`config.mk`:
```
export PLATFORM = sky130hd
export DESIGN_NAME = mux_select_stage
export DESIGN_NICKNAME = d
export VERILOG_FILES = /design/src/rtl/mux_select_stage.sv
export SDC_FILE = /design/constraint.sdc
export NUM_CORES = 1
export LEC_CHECK = 0
export ABC_AREA = 1
export BUFFER_PORTS_ARGS = -buffer_cell sky130_fd_sc_hd__buf_2
export CAP_MARGIN = 10
export CORE_MARGIN = 4
export CORE_UTILIZATION = 37
export CTS_CLUSTER_DIAMETER = 50
export DETAILED_ROUTE_END_ITERATION = 16
export HOLD_SLACK_MARGIN = 0.1
export PLACE_DENSITY_LB_ADDON = 0.3
export RECOVER_POWER = 100
export SLEW_MARGIN = 0
export SYNTH_ARGS = -nofsm -noshare
export SYNTH_HDL_FRONTEND = slang
export SYNTH_SLANG_ARGS = --single-unit
```
`constraint.sdc`:
```
create_clock -name Clk -period 1.43 [get_ports Clk]
set_input_delay 0.0715 -clock Clk [delete_from_list [all_inputs] [get_ports Clk]]
set_output_delay 0.0715 -clock Clk [all_outputs]
set_load 0.01 [all_outputs]
```
`src/rtl/mux_select_stage.sv`:
```
// Registered channel-select stage: picks InData[Signal] and buffers it in a 2-entry FIFO.
// Optional sticky out-of-range select flag on SelErr when SEL_ERR_EN is defined.
module mux_select_stage #(
  parameter int WIDTH  = 5,
  parameter int NUM_IN = 3,
  parameter int SEL_W  = 2
) (
  input  logic                    Clk,
  input  logic                    Reset,
  input  logic [WIDTH*NUM_IN-1:0] InData,
  input  logic [SEL_W-1:0]        Signal,
  input  logic                    InValid,
  output logic                    InReady,
  input  logic                    Flush,
  output logic [WIDTH-1:0]        Out,
  output logic                    OutValid,
  input  logic                    OutReady,
  output logic                    SelErr
);

  typedef enum logic [1:0] {
    EMPTY = 2'd0,
    ONE   = 2'd1,
    FULL  = 2'd2
  } state_t;

  state_t           state, state_nxt;
  logic [WIDTH-1:0] mem [2];
  logic             rd_ptr, wr_ptr;
  logic             push, pop;
  logic [WIDTH-1:0] sel_data;

  // Out-of-range selects fall through with the all-zero default.
  always_comb begin
    sel_data = '0;
    for (int unsigned i = 0; i < NUM_IN; i++) begin
      if (32'(Signal) == i) begin
        sel_data = InData[i*WIDTH +: WIDTH];
      end
    end
  end

  always_ff @(posedge Clk or posedge Reset) begin
    if (Reset) begin
      state <= EMPTY;
    end else begin
      state <= state_nxt;
    end
  end

  always_comb begin
    state_nxt = state;
    InReady   = 1'b0;
    OutValid  = 1'b0;
    case (state)
      EMPTY: InReady = 1'b1;
      ONE: begin
        InReady  = 1'b1;
        OutValid = 1'b1;
      end
      FULL: OutValid = 1'b1;
      default: InReady = 1'b1;
    endcase

    push = InValid && InReady && !Flush;
    pop  = OutValid && OutReady && !Flush;

    if (Flush) begin
      state_nxt = EMPTY;
    end else begin
      case (state)
        EMPTY: if (push) state_nxt = ONE;
        ONE: begin
          if (push && !pop) state_nxt = FULL;
          else if (pop && !push) state_nxt = EMPTY;
        end
        FULL: if (pop) state_nxt = ONE;
        default: state_nxt = EMPTY;
      endcase
    end
  end

  always_ff @(posedge Clk or posedge Reset) begin
    if (Reset) begin
      rd_ptr <= 1'b0;
      wr_ptr <= 1'b0;
    end else if (Flush) begin
      rd_ptr <= 1'b0;
      wr_ptr <= 1'b0;
    end else begin
      if (push) wr_ptr <= ~wr_ptr;
      if (pop)  rd_ptr <= ~rd_ptr;
    end
  end

  always_ff @(posedge Clk) begin
    if (push) begin
      mem[wr_ptr] <= sel_data;
    end
  end

  assign Out = OutValid ? mem[rd_ptr] : '0;

`ifdef SEL_ERR_EN
  logic sel_bad;
  logic sel_err_q;

  assign sel_bad = 32'(Signal) >= 32'(NUM_IN);

  always_ff @(posedge Clk or posedge Reset) begin
    if (Reset) begin
      sel_err_q <= 1'b0;
    end else if (push && sel_bad) begin
      sel_err_q <= 1'b1;
    end
  end

  assign SelErr = sel_err_q;
`else
  assign SelErr = 1'b0;
`endif

endmodule
```
=== After elaboration in Yosys (flattened, before gate mapping) ===
Memory sizes are Yosys's and may differ from the RTL's.
Index checks and enable logic that the tools add are counted.

* $add $sub $neg: 0
* $mul: 0
* Div/mod/pow operators: 0
* $lt $le $gt $ge: 0
* Equal/unequal tests: 7
* Shift-type cells: 0
* Mux-type cells: 18
* Bitwise operators: 2
* Reduce and logical (&&, ||, !) cells: 15

{| class="wikitable"
|+ Operators by type and width
! cell !! number
|-
| $mux 5 || 4
|-
| $mux 2 || 5
|-
| $mux 1 || 8
|-
| $logic_and 1x1->1 || 6
|-
| $ne 3x3->1 const B || 2
|-
| $pmux 2 s3 || 1
|-
| $eq 2x1->1 const B || 2
|-
| $eq 2x2->1 const B || 2
|-
| $logic_not 2->1 || 2
|-
| $ne 4x4->1 const B || 1
|-
| $reduce_bool 2->1 || 2
|-
| $logic_not 1->1 || 3
|-
| $reduce_and 3->1 || 1
|-
| $not 1->1 || 2
|-
| $reduce_or 2->1 || 1
|}

* Register bits after elaboration: 4
* Bits in latches: 0
* RAM bits: 10
* Memory bits (read-only): 0
* Input port bits: 22
* Output and inout bits: 8
* Logic and storage cells: 46
* Memories: 1

{| class="wikitable"
|+ Memory list
! memory !! words !! bits a word !! read ports !! clocked after memory_dff !! write ports !! RTL line !! text
|-
| mem || 2 || 5 || 1 || 0 || 1 || 28 || <nowiki>logic [WIDTH-1:0] mem [2];</nowiki>
|}

=== Logic depth before layout (Yosys ltp) ===
* Depth after elaboration: 10
* Depth in mapped cells: 9
* Mapped depth without buffers: 9

=== Worst setup path after synthesis ===
OpenSTA, ideal clock, no wires.

* Path kind: flip-flop to flip-flop
* From: reg state[0]
* To: mem mem[0][0], enable pin
* Setup time: 0.340 ns
* Arrival: 1.132 ns
* Setup slack: -0.042 ns
* Stages on the path, launching flop included: 6
* Path buffers: 0
* Clock period less this slack: 1.472 ns
* Cell sequence: dfrtp_1 inv_1 ha_1 nor2_2 nand2_1 nor2_1

* Longest elaborated chain between the ends: 6

{| class="wikitable"
|+ RTL lines
! what !! RTL line !! text
|-
| start, declared || 27 || <nowiki>state_t state, state_nxt;</nowiki>
|-
| start signal, assigned || 47 || <nowiki>state <= state_nxt;</nowiki>
|-
| $eq 2x2->1 || 55 || <nowiki>case (state)</nowiki>
|-
| $mux 1 || 55 ||
|-
| $logic_and 1x1->1 (2 in a row) || 65 || <nowiki>push = InValid && InReady && !Flush;</nowiki>
|-
| $mux 1 || 97 || <nowiki>if (push) begin</nowiki>
|-
| $mux 1 (not written as such) || 98 || <nowiki>mem[wr_ptr] <= sel_data;</nowiki>
|-
| end, declared || 28 ||
|}

No other way between the ends.

=== Worst setup path in the final report ===
* From: reg state[1]
* To: out Out[1]

* Longest elaborated chain between the ends: 4
* Elaborated cells between the ends (all ways): 5

{| class="wikitable"
|+ RTL lines
! what !! RTL line !! text
|-
| $eq 2x2->1 or $eq 2x1->1 (tied branches) || 55 ||
|-
| $reduce_or 2->1 (no source line) * || -- ||
|-
| $mux 1 * || 55 ||
|-
| $mux 5 * || 102 || <nowiki>assign Out = OutValid ? mem[rd_ptr] : '0;</nowiki>
|-
| end, declared || 15 || <nowiki>output logic [WIDTH-1:0] Out,</nowiki>
|}

Mark *: on every way between the ends. The rest lies on a longest branch, timed or not.

==> flow_summary_export.csv <==
group,metric,value,unit
worst_setup_path,worst_ep_required_time,1.36,ns
run_status,status,"finished, final reports clean",
global_route,grtUsageTotal,13.9,%
detailed_routing,ant_nets,0,
detailed_routing,drt_wl_total,1.81,mm
sta,finalWorstSetupSlack,0.0253,ns
sta,final.period_utilization,98.2,%
clock_tree,cts_made_buffers,3,
pwr,leakage,0.561,nW
worst_setup_path,cp-start-kind,"flop",
sta,hold_viol_final,0,
clock_tree,clk_pin_slew,0.07,ns
detailed_routing,wl_per_cell,10.8,um
final_layout,mostFrequentLayoutCell,"buf_2",
logic_synthesis,syn_nets,126,
detailed_routing,drt_iter0_markers,10,
worst_setup_path,r2r_end,"state[0]$_DFFE_PP0P_",
global_route,grt_max_degree,9,
worst_setup_path,ff2ff_setup_slack,0.03,ns
place,io_buffers,28,
detailed_routing,dr.pass1.iters,4,
final_layout,layout-drive-gt1-share,40.4,%
floorplanning,dieArea,0.00299,sq mm
worst_setup_path,cp-end-kind,"output port",
logic_synthesis,syn_avg_cell_area,8.06,sq um
logic_synthesis,syn_area,806,sq um
clock_tree,cts.sinks,14,
logic_synthesis,synth.ff_latch_count,14,
sta,fin_crit,1.40,ns
detailed_routing,wl_met1,768,um
worst_setup_path,critical_path.startpoint,"state[1]$_DFFE_PP0P_",
worst_setup_path,crit_arrival,1.33,ns
floorplanning,die_width,54.7,um
place,gp_congestion,0.685,
hold_path,min_from,"OutReady",
floorplanning,ios,30,
worst_setup_path,r2r_cells,9,
clock_tree,insertion_delay,0.27,ns
clock_tree,cts.root.buffer_cell,"clkbuf_4",
sta,setup_violations,0,
final_layout,fin_util,55.6,%
worst_setup_path,cp_max_fo,7,
floorplanning,rows,16,
global_route,grt_pass1_vias,685,
worst_setup_path,critPathCapture,"Out[1]",
global_route,gr-total-overflow,0,
detailed_routing,wl_met3,139,um
global_route,antenna_found_initial,0,
global_route,grt_pass1_wl,2.88,mm
worst_setup_path,path_class,"reg2out",
logic_synthesis,yosysSeqAreaShare,49.7,%
logic_synthesis,synth_warnings,0,
logic_synthesis,netlist_instances,100,
final_layout,area_delta_synth_final,39.6,%
final_layout,nets,168,
final_layout,final_cell_mix,"27 x buf_2, 26 x nand2_1, 17 x nor2_1",
place,hpwl,1.36,mm
floorplanning,core-area,0.00202,sq mm
sta,final_max_slew_viol_count,0,
logic_synthesis,synth_cell_types,16,
clock_tree,clock_path_buffers,2,
detailed_routing,top_layer_used,"met4",
pwr,power,0.00146,W
pwr,ir_drop,598,uV
sta,clock_skew,0.00444,ns
floorplanning,start_util,39.9,%
clock_tree,cts_tree,"built",
detailed_routing,routed-via-count,743,
worst_setup_path,rr_startpoint,"state[0]$_DFFE_PP0P_",
clock_tree,htreeDepth,1,
detailed_routing,viasPerCell,4.42,
final_layout,antenna_cells,0,
hold_path,hp-class,"in2reg",
pwr,p_per_area,1300,mW/mm^2
sta,fmax,712,MHz
sta,rsz0062_at_grt,"yes",
sta,fin_tns_setup,0,ns
place,place_ws,0.00366,ns
floorplanning,die_y,54.7,um
flow_run,drv_cap,0,
detailed_routing,drc,0,
detailed_routing,wl_met2,883,um
==> where the power goes <==
part / switching [W] / internal [W]
registers: 0.0000380 / 0.000490
clock network: 0.000110 / 0.000101
logic: 0.000398 / 0.000320
total: 0.000546 / 0.000911
==> registers in the layout, summed over array words and instances (netlist names) <==
name and flops:
wr_ptr 1, mem 10, rd_ptr 1, state 2
==> cells in the mapped netlist <==
cell type	instances	area [sq um]
a21oi_1	1	5.00
buf_4	1	7.51
conb_1	1	3.75
dfrtp_1	4	100
edfxtp_1	10	300
ha_1	4	50.1
inv_1	9	33.8
inv_2	5	18.8
nand2_1	27	101
nand2_2	2	12.5
nand3_1	6	30.0
nand3_2	3	30.0
nor2_1	19	71.3
nor2_2	1	6.26
o21ai_0	6	30.0
o21ai_1	1	5.00
==> timing repair <==
action                                  4_1_cts  5_1_grt
hold endpoints to repair                      4        0
endpoints found under the setup margin       11       18
hold buffers                                  1        0
cloned                                        0        0
pin swaps                                     5        4
setup buffers                                 5        1
resized for setup                             6       10
==> critical path: stages (launching register included) <==
cell,delay (ns)
dfrtp_1,0.38
inv_2,0.06
ha_4,0.30
o21ai_1,0.07
nor2_1,0.11
buf_2,0.15
==> per-stage QoR <==
| stage | cell area, sq um | hold slack (ns) | std cells |
|---|---|---|---|
| after floorplan | 806 | -0.162 | 100 |
| after global placement | 1000 | -0.0482 | 158 |
| after detailed placement | 1000 | -0.0462 | 158 |
| after CTS | 1090 | 0.120 | 167 |
| after global routing | 1120 | 0.105 | 168 |
| final | 1120 | 0.116 | 168 |
==> layout make-up <==
type,count,area [sq um]
clock buffer,3,22.5
clock inverter,1,3.75
fill,193,897
inverter,14,52.6
multi-input combinational,71,388
sequential,14,400
tap,27,33.8
timing repair buffer,38,224
==> routing by layer <==
layer	vias up	global-route usage, %
li1	396	-
met1	319	16.4
met2	26	22.6
met3	2	3.81
met4	0	7.47
met5	-	0
==> logic make-up (layout without fill, tap and decap cells) <==
kind of cell	Yosys count	count (layout)	synth area share (%)
simple gates	58	58	31.2
fa+ha+maj	4	4	6.21
compound gates	8	8	4.97
other cells	1	1	0.465
buf+inv	15	56	7.45
flops	14	14	49.7
==> how the worst min path moves through the flow <==
stage / endpoint / cells past startpoint
floorplan: rd_ptr$_DFFE_PP0P_ / 1
CTS: rd_ptr$_DFFE_PP0P_ / 4
detailed placement: state[1]$_DFFE_PP0P_ / 2
global placement: state[1]$_DFFE_PP0P_ / 2
global route: rd_ptr$_DFFE_PP0P_ / 3
finish: rd_ptr$_DFFE_PP0P_ / 3
No activity file was read; power rests on OpenSTA's default activity.
